--- src/rtl/vec_pkg.sv ---
// Shared definitions for the vector-match result path.
// Holds the default frame/library/descriptor configuration, the score-width
// and index-width helpers, the ratio-test defaults and the result record
// loaded by match_select. No ports (package).
package vec_pkg;

   localparam int CFG_IMG_VEC_NUM = 3;
   localparam int CFG_LIB_VEC_NUM = 4;
   localparam int CFG_VEC_WIDTH   = 32;

   localparam int RATIO_NUM_DEF = 4;
   localparam int RATIO_DEN_DEF = 5;

   // A score counts matching bits, so it ranges 0..VEC_WIDTH inclusive.
   function automatic int score_w(input int vec_width);
      return $clog2(vec_width + 1);
   endfunction

   // Index width for a count of n items; never narrower than one bit.
   function automatic int IDX_W(input int n);
      return (n > 1) ? $clog2(n) : 1;
   endfunction

   localparam int PKG_OUTW  = score_w(CFG_VEC_WIDTH);
   localparam int PKG_IMG_W = IDX_W(CFG_IMG_VEC_NUM);
   localparam int PKG_LIB_W = IDX_W(CFG_LIB_VEC_NUM);

   typedef struct packed {
      logic [PKG_IMG_W-1:0] img_idx;
      logic [PKG_LIB_W-1:0] lib_idx;
      logic [PKG_OUTW-1:0]  best;
      logic [PKG_OUTW-1:0]  second;
      logic                 accept;
      logic                 last;
      logic                 err;
   } match_res_t;

endpackage

--- src/rtl/match_select_if.sv ---
// Bus bundle between the scoring stage, match_select and the result consumer.
// Score side : in_valid/next_ready handshake, in_data (score), in_norm,
//              in_inner_done (last library score), in_outer_done (last of frame).
// Result side: res_valid/res_ready handshake, res_img_idx, res_lib_idx,
//              res_best, res_second, res_accept, res_last, res_err.
// slave  = match_select view, master = scorer/consumer (testbench) view.
interface match_select_if
   import vec_pkg::*;
#(
   parameter int OUTW  = PKG_OUTW,
   parameter int IMG_W = PKG_IMG_W,
   parameter int LIB_W = PKG_LIB_W
);
   logic             in_valid;
   logic             next_ready;
   logic [OUTW-1:0]  in_data;
   logic [OUTW-1:0]  in_norm;
   logic             in_inner_done;
   logic             in_outer_done;

   logic             res_valid;
   logic             res_ready;
   logic [IMG_W-1:0] res_img_idx;
   logic [LIB_W-1:0] res_lib_idx;
   logic [OUTW-1:0]  res_best;
   logic [OUTW-1:0]  res_second;
   logic             res_accept;
   logic             res_last;
   logic             res_err;

   modport slave (
      input  in_valid, in_data, in_norm, in_inner_done, in_outer_done, res_ready,
      output next_ready, res_valid, res_img_idx, res_lib_idx, res_best,
             res_second, res_accept, res_last, res_err
   );

   modport master (
      output in_valid, in_data, in_norm, in_inner_done, in_outer_done, res_ready,
      input  next_ready, res_valid, res_img_idx, res_lib_idx, res_best,
             res_second, res_accept, res_last, res_err
   );
endinterface

--- src/rtl/match_select_ratio_check.sv ---
// match_ratio_check: combinational acceptance test for one image vector.
// Ports: best_i, second_i (best/second-best scores), norm_i (image vector
// norm), accept_o (norm test and ratio test both pass).
module match_ratio_check #(
   parameter int OUTW      = 6,
   parameter int RATIO_NUM = 4,
   parameter int RATIO_DEN = 5
) (
   input  logic [OUTW-1:0] best_i,
   input  logic [OUTW-1:0] second_i,
   input  logic [OUTW-1:0] norm_i,
   output logic            accept_o
);
   // Ratio constants are at most 255, so 8 extra bits hold either product.
   localparam int PW = OUTW + 8;

   logic [PW-1:0] second_scaled;
   logic [PW-1:0] best_scaled;
   logic          norm_ok;
   logic          ratio_ok;

   always_comb begin
      second_scaled = PW'(second_i) * PW'(RATIO_DEN);
      best_scaled   = PW'(best_i) * PW'(RATIO_NUM);
      // Twice the best score must reach the norm.
      norm_ok       = {best_i, 1'b0} >= {1'b0, norm_i};
      ratio_ok      = second_scaled <= best_scaled;
      accept_o      = norm_ok & ratio_ok;
   end
endmodule

--- src/rtl/match_select.sv ---
// match_select: tracks best and second-best library score per image vector,
// applies the norm and ratio tests and emits one registered result per image
// vector. Ports: clk, rst_n (synchronous, active-low), bus (match_select_if
// slave: score beats in, backpressure via next_ready, results out).
module match_select
   import vec_pkg::*;
#(
   parameter int IMG_VEC_N = CFG_IMG_VEC_NUM,
   parameter int LIB_VEC_N = CFG_LIB_VEC_NUM,
   parameter int VEC_WIDTH = CFG_VEC_WIDTH,
   parameter int RATIO_NUM = RATIO_NUM_DEF,
   parameter int RATIO_DEN = RATIO_DEN_DEF
) (
   input  logic           clk,
   input  logic           rst_n,
   match_select_if.slave  bus
);
   localparam int OUTW  = score_w(VEC_WIDTH);
   localparam int IMG_W = IDX_W(IMG_VEC_N);
   localparam int LIB_W = IDX_W(LIB_VEC_N);
   localparam logic [IMG_W-1:0] IMG_LAST = IMG_W'(IMG_VEC_N - 1);
   localparam logic [LIB_W-1:0] LIB_LAST = LIB_W'(LIB_VEC_N - 1);

   logic [OUTW-1:0]  best_q,     best_d;
   logic [OUTW-1:0]  second_q,   second_d;
   logic [LIB_W-1:0] best_idx_q, best_idx_d;
   logic [LIB_W-1:0] lib_cnt_q,  lib_cnt_d;
   logic [IMG_W-1:0] img_cnt_q,  img_cnt_d;
   match_res_t       res_q,      res_d;
   logic             res_valid_q, res_valid_d;

   logic             next_ready;
   logic             beat_acc;
   logic             vec_end;
   logic [OUTW-1:0]  fold_best;
   logic [OUTW-1:0]  fold_second;
   logic [LIB_W-1:0] fold_idx;
   logic             accept;

   // Any pending result blocks every beat unless it is consumed this cycle.
   assign next_ready = ~res_valid_q | bus.res_ready;
   assign beat_acc   = bus.in_valid & next_ready;
   // Outer-done alone still closes the image vector.
   assign vec_end    = bus.in_inner_done | bus.in_outer_done;

   // Current beat folded into the running best/second; strict compares keep
   // the earliest index on a tie and push a tied score into second.
   always_comb begin
      fold_best   = best_q;
      fold_second = second_q;
      fold_idx    = best_idx_q;
      if (bus.in_data > best_q) begin
         fold_second = best_q;
         fold_best   = bus.in_data;
         fold_idx    = lib_cnt_q;
      end else if (bus.in_data > second_q) begin
         fold_second = bus.in_data;
      end
   end

   match_ratio_check #(
      .OUTW      (OUTW),
      .RATIO_NUM (RATIO_NUM),
      .RATIO_DEN (RATIO_DEN)
   ) u_ratio (
      .best_i   (fold_best),
      .second_i (fold_second),
      .norm_i   (bus.in_norm),
      .accept_o (accept)
   );

   always_comb begin
      best_d      = best_q;
      second_d    = second_q;
      best_idx_d  = best_idx_q;
      lib_cnt_d   = lib_cnt_q;
      img_cnt_d   = img_cnt_q;
      res_d       = res_q;
      res_valid_d = res_valid_q;
      if (beat_acc && vec_end) begin
         res_d.img_idx = img_cnt_q;
         res_d.lib_idx = fold_idx;
         res_d.best    = fold_best;
         res_d.second  = fold_second;
         res_d.accept  = accept;
         res_d.last    = bus.in_outer_done;
         // lib_cnt never exceeds LIB_LAST, so this is lib_cnt+1 != LIB_VEC_N.
         res_d.err     = (lib_cnt_q != LIB_LAST);
         res_valid_d   = 1'b1;
         best_d        = '0;
         second_d      = '0;
         best_idx_d    = '0;
         lib_cnt_d     = '0;
         img_cnt_d     = (bus.in_outer_done || img_cnt_q == IMG_LAST) ? '0 : img_cnt_q + 1'b1;
      end else begin
         if (bus.res_ready) begin
            res_valid_d = 1'b0;
         end
         if (beat_acc) begin
            best_d     = fold_best;
            second_d   = fold_second;
            best_idx_d = fold_idx;
            if (lib_cnt_q != LIB_LAST) begin
               lib_cnt_d = lib_cnt_q + 1'b1;
            end
         end
      end
   end

   always_ff @(posedge clk) begin
      if (!rst_n) begin
         best_q      <= '0;
         second_q    <= '0;
         best_idx_q  <= '0;
         lib_cnt_q   <= '0;
         img_cnt_q   <= '0;
         res_q       <= '0;
         res_valid_q <= 1'b0;
      end else begin
         best_q      <= best_d;
         second_q    <= second_d;
         best_idx_q  <= best_idx_d;
         lib_cnt_q   <= lib_cnt_d;
         img_cnt_q   <= img_cnt_d;
         res_q       <= res_d;
         res_valid_q <= res_valid_d;
      end
   end

   assign bus.next_ready  = next_ready;
   assign bus.res_valid   = res_valid_q;
   assign bus.res_img_idx = res_q.img_idx;
   assign bus.res_lib_idx = res_q.lib_idx;
   assign bus.res_best    = res_q.best;
   assign bus.res_second  = res_q.second;
   assign bus.res_accept  = res_q.accept;
   assign bus.res_last    = res_q.last;
   assign bus.res_err     = res_q.err;
endmodule

--- src/flat_wrapper.sv ---
// flat-port wrapper written by rule: the top's interface ports become plain ports
module match_select_flat import vec_pkg::*;
#(
   parameter int IMG_VEC_N = CFG_IMG_VEC_NUM,
   parameter int LIB_VEC_N = CFG_LIB_VEC_NUM,
   parameter int VEC_WIDTH = CFG_VEC_WIDTH,
   parameter int RATIO_NUM = RATIO_NUM_DEF,
   parameter int RATIO_DEN = RATIO_DEN_DEF
)
  (clk, rst_n, bus_in_valid, bus_in_data, bus_in_norm, bus_in_inner_done, bus_in_outer_done, bus_res_ready, bus_next_ready, bus_res_valid, bus_res_img_idx, bus_res_lib_idx, bus_res_best, bus_res_second, bus_res_accept, bus_res_last, bus_res_err);
  match_select_if #(.OUTW((6)), .IMG_W((2)), .LIB_W((2))) bus_i ();
  input  logic clk;
  input  logic rst_n;
  input wire logic [$bits(bus_i.in_valid)-1:0] bus_in_valid;
  input wire logic [$bits(bus_i.in_data)-1:0] bus_in_data;
  input wire logic [$bits(bus_i.in_norm)-1:0] bus_in_norm;
  input wire logic [$bits(bus_i.in_inner_done)-1:0] bus_in_inner_done;
  input wire logic [$bits(bus_i.in_outer_done)-1:0] bus_in_outer_done;
  input wire logic [$bits(bus_i.res_ready)-1:0] bus_res_ready;
  output wire logic [$bits(bus_i.next_ready)-1:0] bus_next_ready;
  output wire logic [$bits(bus_i.res_valid)-1:0] bus_res_valid;
  output wire logic [$bits(bus_i.res_img_idx)-1:0] bus_res_img_idx;
  output wire logic [$bits(bus_i.res_lib_idx)-1:0] bus_res_lib_idx;
  output wire logic [$bits(bus_i.res_best)-1:0] bus_res_best;
  output wire logic [$bits(bus_i.res_second)-1:0] bus_res_second;
  output wire logic [$bits(bus_i.res_accept)-1:0] bus_res_accept;
  output wire logic [$bits(bus_i.res_last)-1:0] bus_res_last;
  output wire logic [$bits(bus_i.res_err)-1:0] bus_res_err;
  assign bus_i.in_valid = bus_in_valid;
  assign bus_i.in_data = bus_in_data;
  assign bus_i.in_norm = bus_in_norm;
  assign bus_i.in_inner_done = bus_in_inner_done;
  assign bus_i.in_outer_done = bus_in_outer_done;
  assign bus_i.res_ready = bus_res_ready;
  assign bus_next_ready = bus_i.next_ready;
  assign bus_res_valid = bus_i.res_valid;
  assign bus_res_img_idx = bus_i.res_img_idx;
  assign bus_res_lib_idx = bus_i.res_lib_idx;
  assign bus_res_best = bus_i.res_best;
  assign bus_res_second = bus_i.res_second;
  assign bus_res_accept = bus_i.res_accept;
  assign bus_res_last = bus_i.res_last;
  assign bus_res_err = bus_i.res_err;
  match_select #(.IMG_VEC_N(IMG_VEC_N), .LIB_VEC_N(LIB_VEC_N), .VEC_WIDTH(VEC_WIDTH), .RATIO_NUM(RATIO_NUM), .RATIO_DEN(RATIO_DEN)) u_core (.clk(clk), .rst_n(rst_n), .bus(bus_i));
endmodule
--- config.mk ---
export PLATFORM = sky130hd
export DESIGN_NAME = match_select_flat
export DESIGN_NICKNAME = d
export VERILOG_FILES = /design/src/rtl/vec_pkg.sv /design/src/rtl/match_select_if.sv /design/src/rtl/match_select_ratio_check.sv /design/src/rtl/match_select.sv /design/src/flat_wrapper.sv
export SDC_FILE = /design/constraint.sdc
export NUM_CORES = 1
export LEC_CHECK = 0
export ABC_AREA = 1
export CORE_ASPECT_RATIO = 1.2
export CORE_MARGIN = 10
export CORE_UTILIZATION = 58
export DETAILED_ROUTE_END_ITERATION = 10
export PLACE_DENSITY = 0.91
export REMOVE_ABC_BUFFERS = 1
export SLEW_MARGIN = 0
export SYNTH_ARGS = -nofsm -noshare
export SYNTH_HDL_FRONTEND = slang
export SYNTH_SLANG_ARGS = --single-unit
--- constraint.sdc ---
create_clock -name clk -period 8.2 [get_ports clk]
set_clock_uncertainty 0.05 [all_clocks]
set_input_delay 1.23 -clock clk [delete_from_list [all_inputs] [get_ports clk]]
set_output_delay 1.23 -clock clk [all_outputs]
set_load 0.01 [all_outputs]
==> results.txt <==
The count of boundary I/O pins is 39. The count of H-tree levels built during CTS came out at 2. The number of placed instances, taps included came out at 416. The overall routed net length came out at 5870 um. After the flow finishes, the layout carries non-filler instances totaling 424. The placed wire-length estimate came out at between 4000 and 5000 um. The worst hold path terminates at u_core.bus.res_lib_idx[1]. The met1 track utilization from global routing came out at approximately 17%. The clock edge transition at the registers on the reported setup and hold paths is ~0.08 ns. The share of layout cells above drive strength 1 is between 10% and 20%. The full die area is 7470 um2. The maximum clock path buffer count came out at 2. The measured slew at the worst slew-check pin came out at just under 0.7 ns. Summed over all cells, the static leakage comes to ~1.5 nW. In this run the biggest area consumer among cell types represents between 20% and 30% of the synthesized area. The tree built by TritonCTS fans out to 38 sinks. The clock power share came out at 31.6%. In this design, the stage delay of the slowest critical-path cell is between 0.4 and 0.5 ns. The most instantiated flip-flop cell in the synthesis netlist is sky130_fd_sc_hd__dfxtp_1. The total congestion overflow after global routing is 0. The instance area after placement is 2950 um2. The setup slack at placement came out at 3.02 ns. Routability-driven placement finished with a final weighted congestion of 0.919.

The vertical die dimension came out at between 90 and 100 um. The post-synthesis cell type count is 40. The detailed-router iteration count before antenna repair came out at 4. The via total after detailed routing came out at about 2200. The path depth of the worst reg2reg path came out at 20. The TritonCTS clock tree is built. For the worst-skew pair, the clock arrives at the later sink with an insertion delay of slightly below 0.3 ns. The startpoint identified for the worst hold timing path is u_core.bus.res_lib_idx[1].

The number of hold buffers added after CTS was 0. Once the clock tree was built, the setup fixing pass inserted 0 buffers. The region available for standard cell placement spans about 4300 um2.

met2 is the most crowded layer. The cell type with the largest total area after synthesis is sky130_fd_sc_hd__dfxtp_1. For this run, design rule violations remaining after detail routing come to 0. The synthesized area per cell is approximately 7.7 um2. The total of flip-flops plus latches after synthesis came out at 38. Ranked by total cell area, the synthesized netlist is headed by sky130_fd_sc_hd__dfxtp_1 30%, sky130_fd_sc_hd__ha_1 16%, sky130_fd_sc_hd__nand2_1 9.3%.

The run finished with clean final reports. The met3 track utilization from global routing is under 10%. Once routing completed, OpenROAD measured the worst setup slack at around 3.3 ns. The async set-reset flop share out of synthesis came out at 0%. STA classifies the critical path startpoint as a primary input.

Among the stages of the critical path, the cell type that occurs most often is sky130_fd_sc_hd__ha_1. The effective utilization at floorplan is between 50% and 60%. The signal on the critical path passes through clkdlybuf4s50_1, ha_1, nand2_2, o21bai_1, nand3_2, nand2_4, o211ai_2, o21ai_2, ha_1, ha_1, fa_1, a31oi_1, xor2_1, ha_1, nand4_1, nor2_1, nand3_1, nand2_1, nand2_1, nand2_1. The final cell area excluding filler cells came out at roughly 3100 um2. The worst register-to-register path ends at u_core.bus.res_accept.

The area added between synthesis and finish is 20.6%. The number of buffers added by the clock tree synthesis step is 5. The data required time of the critical path came out at 8.34 ns. The slowest stage of the critical path belongs to the cell sky130_fd_sc_hd__clkdlybuf4s50_1. The all-layer global routing usage is 16.7%. The worst vdd rail ir drop came out at 93.1 uV. The number of max-slew violations in the final report came to 0. The number of port buffers came out at 38.

The data arrival time of the critical path is 5.07 ns. The number of antenna violations at the first check in global routing came out at 0. The detailed router finished its first iteration with 132 violations. The core utilization of the finished layout is just over 70%.

The fraction of power spent switching nets came out at between 30% and 40%. Setup violations remaining at the end of the flow were counted as 0. The root buffer cell chosen for the clock tree is sky130_fd_sc_hd__clkbuf_8. In this run the critical register-to-register path is launched from u_core.best_q[5]. Max-cap violations in this run came to 0. By instance count, the leading cell after synthesis is sky130_fd_sc_hd__nand2_1. The critical path capture point type is a flip-flop. The via density per instance is 5.25.

The count of standard-cell rows is 26. In the synthesized netlist, the cells that appear most often are 63 x sky130_fd_sc_hd__nand2_1, 57 x sky130_fd_sc_hd__inv_1, 38 x sky130_fd_sc_hd__dfxtp_1. The final total negative setup slack came out at 0 ns. The final antenna diode count came out at 0.

The worst relative slew slack came out at around 55%. The worst setup path is of the in2reg kind. Sequential elements use just under 30% of the synthesized area.

The final net count is between 400 and 500. The combinational power share came out at approximately a third. The average detailed-routed wire length per instance came out at between 10 and 15 um.

For this design the total switching power over the nets is 0.200 mW. Entering global routing, the biggest net connects 25 pins. The internal power of the cells came out at around 0.4 mW. For this run, the number of Yosys warnings is 0.

The die width came out at a little over 80 um. The number of cells upsized or downsized after cts came out at 0. The number of synthesized flops with an enable pin is 0.

In this run the cell area of the synthesized design comes to 2560 um2. The area used by multi-input combinational logic came out at 1480 um2. The final critical-path share of the clock period is between 60% and 70%. The filler cells instantiated in the layout total between 300 and 400. The number of global-route vias before repair came out at about 2300.

For this run, the top clock speed supported by timing is slightly above 0.2 GHz. In this run the power density over the cells is 196 nW/um2. The largest fanout on the critical path is 24. The synthesized netlist cell count is 330.

The final critical-path required period came out at approximately 5 ns. The count of final hold-check violations is 0. The type of the worst min-delay path is reg2reg. The setup check on the worst reg-to-reg path leaves a slack of between 4 and 5 ns. The sequential cell area in the final layout came out at roughly 760 um2.

The met2 usage came out at 29.9%. The hold path depth came out at 2. The first global-routing pass estimated 10100 um of wire. In this run the remaining antenna-violating nets after routing total 0.

Of the total power, registers draw 33.9%. Setup repair after global routing left no endpoint under its margin.
-- layout make-up --
| class | instances | share of cell area, % |
|---|---|---|
| multi-input combinational | 218 | 48.1 |
| timing repair buffer | 38 | 12.3 |
| clock buffer | 5 | 2.23 |
| clock inverter | 3 | 2.23 |
| inverter | 66 | 8.12 |
| tap | 56 | 2.27 |
| sequential | 38 | 24.7 |
-- cells in the final DEF, fill, tap and decap left out, drive strengths merged, types with 2 or more instances in the layout --
cell type / synthesis / layout
bufinv: 0 / 2
xor2: 3 / 3
nand3: 16 / 16
or2: 3 / 3
ha: 33 / 33
o211ai: 5 / 5
nor2: 11 / 11
o21ai: 41 / 41
clkdlybuf4s50: 0 / 38
a21oi: 20 / 20
clkbuf: 2 / 5
dfxtp: 38 / 38
nand2: 74 / 74
o21bai: 3 / 3
a22o: 2 / 2
inv: 66 / 66
-- how the worst max path moves through the flow --
stage | start | to | slack (ns)
finish | bus_in_data[5] | u_core.bus.res_accept | 3.28
global route | bus_in_data[3] | u_core.bus.res_accept | 3.00
CTS | bus_in_data[3] | u_core.bus.res_accept | 3.32
detailed placement | bus_in_data[3] | u_core.bus.res_accept | 3.02
global placement | bus_in_data[3] | u_core.bus.res_accept | 3.16
floorplan | bus_in_data[5] | u_core.bus.res_accept | 3.94
-- worst max-delay path, delay by kind of cell --
kind / cells / cell delay, ns
buffers and inverters: 1 / 0.48
XOR/XNOR: 1 / 0.22
adder cells (fa/ha/maj): 5 / 1.57
AO/OA/AOI/OAI: 4 / 0.67
AND/OR/NAND/NOR: 9 / 0.92
-- routing by layer --
metal	routed length [um]	share of wire (%)	vias up
met5	0	0	-
met2	2950	50	71
met3	329	5.6	21
met1	2350	40	1000
met4	236	4.0	0
li1	-	-	1136
-- stage by stage --
stage / hold slack (ns) / total power, mW
after detailed placement: 0.394 / 0.415
final: 0.407 / 0.605
after global routing: 0.431 / 0.645
after floorplan: 0.401 / 0.353
after CTS: 0.409 / 0.607
after global placement: 0.391 / 0.407
-- cell families (layout without fill, tap and decap cells) --
| family | count (synthesis) | count (layout) | share of synthesized area (%) |
|---|---|---|---|
| DFF | 38 | 38 | 29.8 |
| buffers and inverters | 74 | 112 | 12.2 |
| AOI/OAI and AO/OA | 74 | 74 | 18.9 |
| xor gates and xnor gates | 3 | 3 | 1.03 |
| and+or+nand+nor | 107 | 107 | 21.1 |
| adders and majority gates | 34 | 34 | 16.9 |
-- power by group through the flow --
stage	Clock (mW)	Combinational (mW)	Sequential (mW)
floorplan	0	0.142	0.211
global placement	0	0.198	0.209
detailed placement	0	0.206	0.209
CTS	0.193	0.209	0.205
global route	0.200	0.238	0.207
finish	0.191	0.209	0.205
-- registers in the layout, indices dropped and copies added, names as in the netlist --
name and flops:
u_core.best_q 6, u_core.bus.res_best 6, u_core.bus.res_second 6, u_core.second_q 6
u_core.best_idx_q 2, u_core.bus.res_img_idx 2, u_core.bus.res_lib_idx 2, u_core.img_cnt_q 2
u_core.lib_cnt_q 2, u_core.bus.res_accept 1, u_core.bus.res_err 1, u_core.bus.res_last 1
u_core.bus.res_valid 1
Note: power is estimated with default switching activity, not from simulation.
